File: config.mk
export PLATFORM = sky130hd
export DESIGN_NAME = bless_inject_ctrl
export DESIGN_NICKNAME = d
export VERILOG_FILES = /design/src/rtl/bless_inject_ctrl.sv
export SDC_FILE = /design/constraint.sdc
export NUM_CORES = 1
export LEC_CHECK = 0
export ABC_AREA = 1
export CAP_MARGIN = 10
export CORE_MARGIN = 1
export CORE_UTILIZATION = 56
export DETAILED_ROUTE_END_ITERATION = 12
export PLACE_DENSITY = 0.8
export SYNTH_ARGS = -nofsm -noshare
export SYNTH_HDL_FRONTEND = slang
export SYNTH_SLANG_ARGS = --single-unit
File: constraint.sdc
create_clock -name clk -period 4.7 [get_ports clk]
set_input_delay 1.41 -clock clk [delete_from_list [all_inputs] [get_ports clk]]
set_output_delay 1.41 -clock clk [all_outputs]
set_load 0.01 [all_outputs]
File: src/rtl/bless_inject_ctrl.sv
// Local-port injection controller for the bufferless router.
// PE flits are queued in a small FIFO and presented on router port 4 for a
// single cycle whenever the router reports a free slot. Consecutive blocked
// cycles are counted so the throttling logic can see injection starvation.
module bless_inject_ctrl #(
  parameter int unsigned CTRL_W       = 24,
  parameter int unsigned DATA_W       = 32,
  parameter int unsigned VALID_BIT    = 23,
  parameter int unsigned DEPTH        = 4,
  parameter int unsigned STARVE_LIMIT = 8,
  parameter int unsigned CNT_W        = 4,
  localparam int unsigned PTR_W       = $clog2(DEPTH),
  localparam int unsigned OCC_W       = PTR_W + 1
) (
  input  logic              clk,
  input  logic              rst,
  input  logic              pe_valid,
  input  logic [CTRL_W-1:0] pe_ctrl,
  input  logic [DATA_W-1:0] pe_data,
  output logic              pe_ready,
  input  logic              port4_ready,
  output logic [CTRL_W-1:0] inj_ctrl,
  output logic [DATA_W-1:0] inj_data,
  output logic [OCC_W-1:0]  occupancy,
  output logic              starved
);

  localparam logic [CNT_W-1:0] Limit = CNT_W'(STARVE_LIMIT);
  localparam logic [OCC_W-1:0] Full  = OCC_W'(DEPTH);

  typedef enum logic [1:0] {StIdle, StSend, StStall, StStarved} state_e;

  logic [CTRL_W-1:0] ctrl_mem [DEPTH];
  logic [DATA_W-1:0] data_mem [DEPTH];

  logic [PTR_W-1:0]  wr_ptr_q, rd_ptr_q;
  logic [OCC_W-1:0]  occ_q, occ_d;
  logic [CNT_W-1:0]  cnt_q, cnt_d;
  logic [CTRL_W-1:0] inj_ctrl_q;
  logic [DATA_W-1:0] inj_data_q;
  logic [CTRL_W-1:0] head_ctrl;
  state_e            state_q, state_d;

  logic empty, full, push_stored, pop;

  assign empty = (occ_q == '0);
  assign full  = (occ_q == Full);

  // Held low during reset so nothing is accepted while state is being cleared.
  assign pe_ready    = rst & ~full;
  // Flits with the valid bit clear are handshaken but never stored.
  assign push_stored = pe_valid & pe_ready & pe_ctrl[VALID_BIT];
  // Pop decision uses pre-edge occupancy: a flit pushed this edge cannot leave on it.
  assign pop         = ~empty & port4_ready;

  assign occupancy = occ_q;
  assign inj_ctrl  = inj_ctrl_q;
  assign inj_data  = inj_data_q;
  assign starved   = (state_q == StStarved);

  // Head flit as presented to the router, valid bit forced on.
  always_comb begin
    head_ctrl            = ctrl_mem[rd_ptr_q];
    head_ctrl[VALID_BIT] = 1'b1;
  end

  // Next occupancy, starvation count and post-edge FSM state.
  always_comb begin
    occ_d = occ_q + OCC_W'(push_stored) - OCC_W'(pop);

    cnt_d = '0;
    if (!empty && !port4_ready) begin
      cnt_d = (cnt_q >= Limit) ? Limit : cnt_q + CNT_W'(1);
    end

    state_d = StIdle;
    if (occ_d != '0) begin
      if (cnt_d == Limit)            state_d = StStarved;
      else if (pop || cnt_d == '0)   state_d = StSend;
      else                           state_d = StStall;
    end
  end

  // FIFO storage; contents are don't-care while empty, so no reset needed.
  always_ff @(posedge clk) begin
    if (push_stored) begin
      ctrl_mem[wr_ptr_q] <= pe_ctrl;
      data_mem[wr_ptr_q] <= pe_data;
    end
  end

  // Pointers, occupancy, counter, FSM and the registered injection outputs.
  always_ff @(posedge clk or negedge rst) begin
    if (!rst) begin
      wr_ptr_q   <= '0;
      rd_ptr_q   <= '0;
      occ_q      <= '0;
      cnt_q      <= '0;
      inj_ctrl_q <= '0;
      inj_data_q <= '0;
      state_q    <= StIdle;
    end else begin
      if (push_stored) wr_ptr_q <= wr_ptr_q + PTR_W'(1);
      if (pop)         rd_ptr_q <= rd_ptr_q + PTR_W'(1);
      occ_q   <= occ_d;
      cnt_q   <= cnt_d;
      state_q <= state_d;
      if (pop) begin
        inj_ctrl_q <= head_ctrl;
        inj_data_q <= data_mem[rd_ptr_q];
      end else begin
        inj_ctrl_q <= '0;
        inj_data_q <= '0;
      end
    end
  end

endmodule

==> metrics.cfg, run 1 <==
[outcome]
outcome=complete, no violations

[synth]
syn_nets=860
seq_area_frac_synth_pct=78.6
ys_types=21
yosysWarnings=0
avgSynthCellArea_um2=13.4
synthCells=791
syn-cell-area_mm2=0.0106
synth-seq-cells=289

[final_layout]
area_delta_synth_final_pct=22.5
layout-drive-gt1-share_pct=7.49
finalInstanceArea_mm2=0.0130
antenna_cells=0
nNetsFinal=981
final_common_cell=nor2_1
final_cell_mix=230 x nor2_1, 220 x edfxtp_1, 119 x clkdlybuf4s50_1
nFillCells=1203

[global_route]
grt_first_pass_wirelength_mm=32.7
grt_max_degree=88
grt_antenna_before_repair=0
grt_pass1_vias=6466
grt.total_usage_pct=21.8
overflow=0

[cts]
clk_pin_slew_worst_paths_ns=0.06
cts_root_buf=clkbuf_16
cts.sinks=289
ctsResizeCount=0
cts-hold-fix-buffers=0
insertion_delay_ns=0.52
cts_tree=built
numCtsBuffers=28
cts_htree_levels=1
cts_buffer_depth=3
cts_setup_buffers=0

[setup_path]
crit_arrival_ns=2.21
cp_max_fo=3
worstPathRequired_ns=3.29
crit_type=input pin to output pin
critPathCaptureType=output pin
cp-start-kind=input pin

[sta]
min_period_ns=3.62
finalCritPeriodShare_pct=77.1
rsz0062_at_grt=false
worst_pin_slew_ns=1.20
setup_tns_ns=0
slew_headroom_pct=19.7
report.final.hold_viol_count=0
slew_viol_final=0
fmax_ghz=0.276
setup-violations-final=0
fin_skew_ns=0.00855

[detailed_routing]
vias=6351
drt_iter0_markers=422
viasPerCell=5.46
remaining_drc_errors=0
ant_nets=0
drt-total-wl_mm=20.7
wl_per_cell_um=17.8
drt-pass1-iter-count=5

[min_path]
hold_class=register to register

[floorplanning]
core_area_mm2=0.0183
rows=49
dieWidth_um=140
dieArea_mm2=0.0195
die_h_um=140
pin_count=121
start_util_pct=58.0

[placement]
dp_hpwl_mm=10.9
dpl_cell_area_mm2=0.0120
portBuffers=120
place.gp.congestion=0.750

[power]
powerDensity_mw_per_mm2=591
power_leakage_uw=0.00474
vdd.ir_drop.worst_v=0.000339

[job]
maxCapViolations=0

## state kept, by name (all words and copies together), names as in the netlist
register   count
data_mem     128
ctrl_mem      92
inj_data      32
inj_ctrl      24
cnt_q          4
occupancy      3
rd_ptr_q       2
state_q        2
wr_ptr_q       2
## critical path: stages
cell and delay, ns:
buf_4 0.09, a21boi_0 0.16, clkdlybuf4s50_1 0.55
## cell usage after synthesis
library cell  count  area, µm²
dfrtp_1          69       1730
nand2_1          16       60.1
edfxtp_1        220       6610
or2_2             1       6.26
nand3_1           3       15.0
buf_1             3       11.3
nand4_1           1       6.26
clkbuf_1         15       56.3
and2_1            1       6.26
buf_4            11       82.6
nor2_1          234        878
buf_2            12       60.1
inv_2             2       7.51
o21ai_1           7       35.0
a21oi_1          57        285
inv_1            21       78.8
fa_1              1       20.0
ha_1              8        100
xor2_1            2       17.5
o21ai_0         106        531
a21boi_0          1       7.51
## report_power, final
part           internal (µW)  total [µW]  switching, µW
clock                   1400        2290            887
combinational            853        2120           1260
sequential              3110        3260            148
total                   5370        7670           2300
## stage by stage
| step | setup WS (ns) | hold slack, ns | power [µW] | cells | util [%] |
|---|---|---|---|---|---|
| detailed placement | 0.976 | 0.519 | 5430 | 1111 | 65.7 |
| finish | 1.08 | 0.528 | 7670 | 1163 | 71.0 |
| CTS | 1.07 | 0.533 | 7730 | 1163 | 71.0 |
| global placement | 1.01 | 0.516 | 5350 | 1111 | 65.7 |
| global route | 1.05 | 0.561 | 8080 | 1163 | 71.0 |
| floorplan | 0.189 | 0.491 | 4570 | 791 | - |
## logic make-up (layout without fill, tap and decap cells)
logic type	Yosys count	count (layout)	synth area share, %
AOI/OAI and AO/OA	171	171	8.10
adders and majority gates	9	9	1.13
DFF	289	289	78.6
and+or+nand+nor	256	256	9.17
xor gates and xnor gates	2	2	0.165
buffers and inverters	64	207	2.80
## per-layer routing
metal  part of all wire (%)  vias up  GRT usage, %
met4                    2.0        0          6.82
met2                     50      244          38.0
met3                    7.4       42          4.13
met5                      0        -             0
met1                     41     3073          27.8
li1                       -     2992             -
## final cells by class
cell class	instances	area (µm²)	share of cell area, %
flip-flops and latches	289	8340	64.3
multi-input cells	438	2000	15.4
repair buffers	132	1290	9.93
clock buffers	40	837	6.45
well taps	229	287	2.21
clock inverters	12	140	1.08
inverters	23	86.3	0.665
## worst paths after layout
check / from / end / slack [ns] / cells past startpoint
setup / recovery: rst / pe_ready / 1.08 / 3
hold reg to reg: data_mem[3][16] / inj_data[16] / 0.53 / 2
setup reg to reg: occupancy[1] / state_q[0] / 2.17 / 11
hold / removal: data_mem[3][16] / inj_data[16] / 0.53 / 2
max in group asynchronous: rst / rd_ptr_q[0] / 2.87 / 2
min in group asynchronous: rst / state_q[0] / 1.14 / 2
Note: power is estimated with default switching activity, not from simulation.
==> inputs of run 2 (changes only) <==
clock period = 3.59 ns   (was 4.7 ns; I/O delays follow)
==> metrics.cfg, run 2 (synthesized netlist as in run 1, its figures left out) <==
[outcome]
outcome=complete, no violations  ; unchanged

[setup_path]
crit_arrival_ns=1.88  ; was 2.21 ns
cp_top_family=buffers and inverters  ; unchanged
cp_max_fo=3  ; unchanged
crit_type=input pin to output pin  ; unchanged
worstPathCellList=buf_4 -> a21boi_0 -> clkdlybuf4s50_1  ; unchanged
worstPathRequired_ns=2.51  ; was 3.29 ns
critPathSlowestCell=clkdlybuf4s50_1  ; unchanged
cp-start-kind=input pin  ; unchanged
slowest_delay_ns=0.55  ; about the same
critPathBufInv=2  ; unchanged
r2r_setup_slack_ns=1.09  ; was 2.17 ns
critPathCaptureType=output pin  ; unchanged

[cts]
cts_tree=built  ; unchanged
cts_root_buf=clkbuf_16  ; unchanged
insertion_delay_ns=0.54  ; was 0.52 ns
cts_htree_levels=1  ; unchanged
cts-hold-fix-buffers=0  ; unchanged
cts_setup_buffers=0  ; unchanged
cts_buffer_depth=3  ; unchanged
ctsResizeCount=0  ; unchanged
numCtsBuffers=28  ; unchanged
cts.sinks=289  ; unchanged
clk_pin_slew_worst_paths_ns=0.06  ; about the same

[detailed_routing]
drt_iter0_markers=403  ; was 422
remaining_drc_errors=0  ; unchanged
viasPerCell=5.45  ; was 5.46
drt-pass1-iter-count=9  ; was 5
wl_per_cell_um=17.9  ; was 17.8 µm
vias=6352  ; was 6351
drt-total-wl_mm=20.9  ; was 20.7 mm
ant_nets=0  ; unchanged

[sta]
fin_skew_ns=0.0176  ; was 0.00855 ns
fmax_ghz=0.338
setup-violations-final=0  ; unchanged
slew_viol_final=0  ; unchanged
min_period_ns=2.96
slew_headroom_pct=22.6  ; was 19.7%
worst_pin_slew_ns=1.16  ; was 1.20 ns
finalCritPeriodShare_pct=82.5
report.final.hold_viol_count=0  ; unchanged
setup_tns_ns=0  ; unchanged
rsz0062_at_grt=false  ; unchanged

[power]
total_power_uw=9950  ; was 7670 µW
vdd.ir_drop.worst_v=0.000451  ; was 0.000339 V
powerDensity_mw_per_mm2=769  ; was 591 mW/mm²
power_leakage_uw=0.00472  ; was 0.00474 µW

[final_layout]
top_register=data_mem  ; unchanged
largest_reg_flops=128  ; unchanged
nNetsFinal=983  ; was 981
antenna_cells=0  ; unchanged
final_cell_mix=230 x nor2_1, 220 x edfxtp_1, 119 x clkdlybuf4s50_1  ; unchanged
final_common_cell=nor2_1  ; unchanged
layout-drive-gt1-share_pct=7.16  ; was 7.49%
area_delta_synth_final_pct=22.2  ; was 22.5%

[global_route]
grt_antenna_before_repair=0  ; unchanged
grt.total_usage_pct=21.7  ; was 21.8%
grt_first_pass_wirelength_mm=32.8  ; was 32.7 mm
overflow=0  ; unchanged
grt_max_degree=71  ; was 88
grt_pass1_vias=6233  ; was 6466

[min_path]
hold_class=register to register  ; unchanged

[floorplanning]
rows=49  ; unchanged
die_h_um=140  ; unchanged
dieArea_mm2=0.0195  ; unchanged
pin_count=121  ; unchanged
core_area_mm2=0.0183  ; unchanged
dieWidth_um=140  ; unchanged
start_util_pct=58.0  ; unchanged

[job]
maxCapViolations=0  ; unchanged

[placement]
dp_hpwl_mm=11.2  ; was 10.9 mm
place.gp.congestion=0.774  ; was 0.750
portBuffers=120  ; unchanged

run 2: changes by cell type in the layout (fill, tap and decap cells not counted), sizes merged:
cell      change
clkinv        -3
buf           +2
clkinvlp      +1
clkbuf        +3
bufinv        -1
run 2: through the flow:
stage          util, %  cells  hold slack [ns]  worst slack, ns  cell area [µm²]
2_1_floorplan        -    791            0.491           -0.588            10600
3_3_place_gp      65.8   1113            0.515            0.352            12000
3_5_place_dp      65.8   1113            0.516            0.275            12000
4_1_cts           70.9   1165            0.538            0.629            12900
5_1_grt           70.9   1165            0.569            0.585            12900
6_report          70.9   1165            0.536            0.628            12900
run 2: area by class of cell:
class                   count  area, µm²
clock inverters             9        100
fillers                  1245       5320
flip-flops and latches    289       8340
clock buffers              43        818
inverters                  23       86.3
repair buffers            134       1320
well taps                 229        287
multi-input cells         438       2000
run 2: worst paths after layout:
kind	from	end	depth (start not counted)
worst min register to register	ctrl_mem[3][11]	inj_ctrl[11]	2
worst max register to register	occupancy[0]	state_q[1]	11
worst min-delay path	ctrl_mem[3][11]	inj_ctrl[11]	2
worst max-delay path	rst	pe_ready	3
max in group asynchronous	rst	rd_ptr_q[0]	2
min in group asynchronous	rst	cnt_q[3]	2
run 2: tightest hold or removal path, delay by kind of cell (launching register included):
kind	cells	cell delay, ns
flip-flops	1	0.32
AO/OA/AOI/OAI	2	0.18
run 2: power by group:
part | total, µW | internal (µW) | switching [µW] | leakage [µW]
clock | 2880 | 1710 | 1170 | 0.000446
combinational | 2750 | 1130 | 1610 | 0.00140
sequential | 4320 | 4070 | 250 | 0.00288
total | 9950 | 6920 | 3030 | 0.00472
run 2: per-layer routing:
metal  vias to the layer above  part of all wire (%)  GRT usage (%)  routed length [µm]
met5                         -                     0              0                   0
met4                         0                   1.6           5.32                 329
met3                        32                   6.3           3.65                1310
met2                       217                    50           36.7               10500
met1                      3111                    42           29.8                8720
li1                       2992                     -              -                   -
==> inputs of run 3 (changes only) <==
clock period = 2.92 ns   (was 3.59 ns; I/O delays follow)
==> metrics.cfg, run 3 (synthesized netlist as in run 1, its figures left out) <==
[sta]
setup-violations-final=0  ; unchanged
rsz0062_at_grt=false  ; unchanged
report.final.hold_viol_count=0  ; unchanged
slew_viol_final=0  ; unchanged
finalCritPeriodShare_pct=92.8
fmax_ghz=0.369
slew_headroom_pct=37.9  ; was 22.6%
fin_skew_ns=0.0115  ; was 0.0176 ns
worst_pin_slew_ns=0.932  ; was 1.16 ns
min_period_ns=2.71

[final_layout]
area_delta_synth_final_pct=23.5  ; was 22.2%
multi_input_area_mm2=0.00200  ; unchanged
finalInstanceArea_mm2=0.0131  ; was 0.0129 mm²
layout-drive-gt1-share_pct=7.55  ; was 7.16%
nNetsFinal=987  ; was 983
fin_cells=1170  ; was 1165
top_register=data_mem  ; unchanged
largest_reg_flops=128  ; unchanged
final_common_cell=nor2_1  ; unchanged
ff_latch_area_mm2=0.00834  ; unchanged
nFillCells=1146  ; was 1245
final_cell_mix=230 x nor2_1, 220 x edfxtp_1, 119 x clkdlybuf4s50_1  ; unchanged

[floorplanning]
core_area_mm2=0.0183  ; unchanged
start_util_pct=58.0  ; unchanged
dieWidth_um=140  ; unchanged
die_h_um=140  ; unchanged
rows=49  ; unchanged
pin_count=121  ; unchanged
dieArea_mm2=0.0195  ; unchanged

[detailed_routing]
viasPerCell=5.46  ; was 5.45
drt_iter0_markers=523  ; was 403
drt-total-wl_mm=21.2  ; was 20.9 mm
drt-pass1-iter-count=7  ; was 9
wl_per_cell_um=18.1  ; was 17.9 µm
ant_nets=0  ; unchanged
vias=6388  ; was 6352
remaining_drc_errors=0  ; unchanged

[power]
p_seq_share_pct=42.8  ; was 43.4%
p_clk_share_pct=29.3  ; was 29.0%
powerDensity_mw_per_mm2=951  ; was 769 mW/mm²
vdd.ir_drop.worst_v=0.000561  ; was 0.000451 V
switching_power_uw=3740  ; was 3030 µW
p_sw_share_pct=30.0  ; was 30.5%
combPwrFrac_pct=27.9  ; was 27.6%
p_int_uw=8710  ; was 6920 µW
power_leakage_uw=0.00479  ; was 0.00472 µW

[placement]
place.gp.congestion=0.745  ; was 0.774
dpl_cell_area_mm2=0.0121  ; was 0.0120 mm²
dp.cells=1117  ; was 1113
dp_hpwl_mm=11.3  ; was 11.2 mm
portBuffers=120  ; unchanged

[setup_path]
worstPathRequired_ns=2.04  ; was 2.51 ns
reg2regPathDepth=11  ; unchanged
rr_startpoint=occupancy[1]  ; was occupancy[0]
cp-start-kind=register  ; was input pin
crit_arrival_ns=1.83  ; was 1.88 ns
critPathCaptureType=output pin  ; unchanged
rr_endpoint=state_q[1]  ; unchanged
cp_max_fo=4  ; was 3
crit_type=register to output pin  ; was input pin to output pin
r2r_setup_slack_ns=0.39  ; was 1.09 ns

[min_path]
min_path_cells=2  ; unchanged
hp-start=ctrl_mem[3][14]  ; was ctrl_mem[3][11]
hold_class=register to register  ; unchanged
min_to=inj_ctrl[14]  ; was inj_ctrl[11]

[global_route]
grtUsageMet3_pct=3.82  ; was 3.65%
met1_usage_pct=29.5  ; was 29.8%
busiest_layer=met2  ; unchanged
grt_antenna_before_repair=2  ; was 0
grt.total_usage_pct=22.4  ; was 21.7%
overflow=0  ; unchanged
use_met2_pct=37.9  ; was 36.7%
grt_first_pass_wirelength_mm=33.6  ; was 32.8 mm
grt_max_degree=70  ; was 71
grt_pass1_vias=6403  ; was 6233

[cts]
cts_buffer_depth=3  ; unchanged
cts_tree=built  ; unchanged
numCtsBuffers=28  ; unchanged
cts.sinks=289  ; unchanged
cts-hold-fix-buffers=0  ; unchanged
ctsResizeCount=0  ; unchanged
cts_root_buf=clkbuf_16  ; unchanged
cts_setup_buffers=0  ; unchanged
insertion_delay_ns=0.53  ; was 0.54 ns
cts_htree_levels=1  ; unchanged
clk_pin_slew_worst_paths_ns=0.06  ; about the same

[outcome]
outcome=complete, no violations  ; unchanged

[job]
maxCapViolations=0  ; unchanged

-- run 3: per-stage QoR --
step           power (µW)  util (%)  TNS [ns]  setup slack (ns)  hold WS [ns]
2_1_floorplan        7350         -    -47.54            -0.216         0.491
3_3_place_gp         8700      66.4    -0.191           -0.0961         0.510
3_5_place_dp         8830      66.4    -0.412            -0.211         0.517
4_1_cts             12500      71.6         0             0.216         0.533
5_1_grt             13100      71.6         0            0.0943         0.564
6_report            12400      71.6         0             0.211         0.527
-- run 3: final cells by class --
type                    count  share of cell area [%]
well taps                 229                    2.19
diodes                      1                  0.0191
clock buffers              39                    6.06
multi-input cells         438                    15.3
repair buffers            138                    10.9
clock inverters            13                    1.23
flip-flops and latches    289                    63.7
inverters                  23                   0.660
-- run 3: worst max-delay path by stage --
stage                           to  cells after the start         start
floorplan           ctrl_mem[2][0]                      2   pe_ctrl[23]
global placement        state_q[0]                      9   pe_ctrl[23]
detailed placement      state_q[1]                      9   pe_ctrl[23]
CTS                       pe_ready                      3  occupancy[1]
global route              pe_ready                      3  occupancy[1]
finish                    pe_ready                      3  occupancy[1]
-- run 3: per-layer routing --
layer	vias up	share of wire, %
met4	0	2.6
met1	3091	40
met2	245	50
met5	-	0
met3	46	7.0
li1	3006	-
-- run 3: worst max-delay path, stage by stage, from the launching register on --
cell	delay, ns
dfrtp_1	0.43
nor2_1	0.25
a21boi_0	0.13
clkdlybuf4s50_1	0.50
-- run 3: power by group through the flow --
| stage | Sequential [µW] | Combinational (µW) | Clock, µW |
|---|---|---|---|
| finish | 5320 | 3480 | 3640 |
| global route | 5370 | 3860 | 3860 |
| CTS | 5320 | 3500 | 3700 |
| detailed placement | 5390 | 3440 | 0 |
| global placement | 5380 | 3320 | 0 |
| floorplan | 5440 | 1910 | 0 |
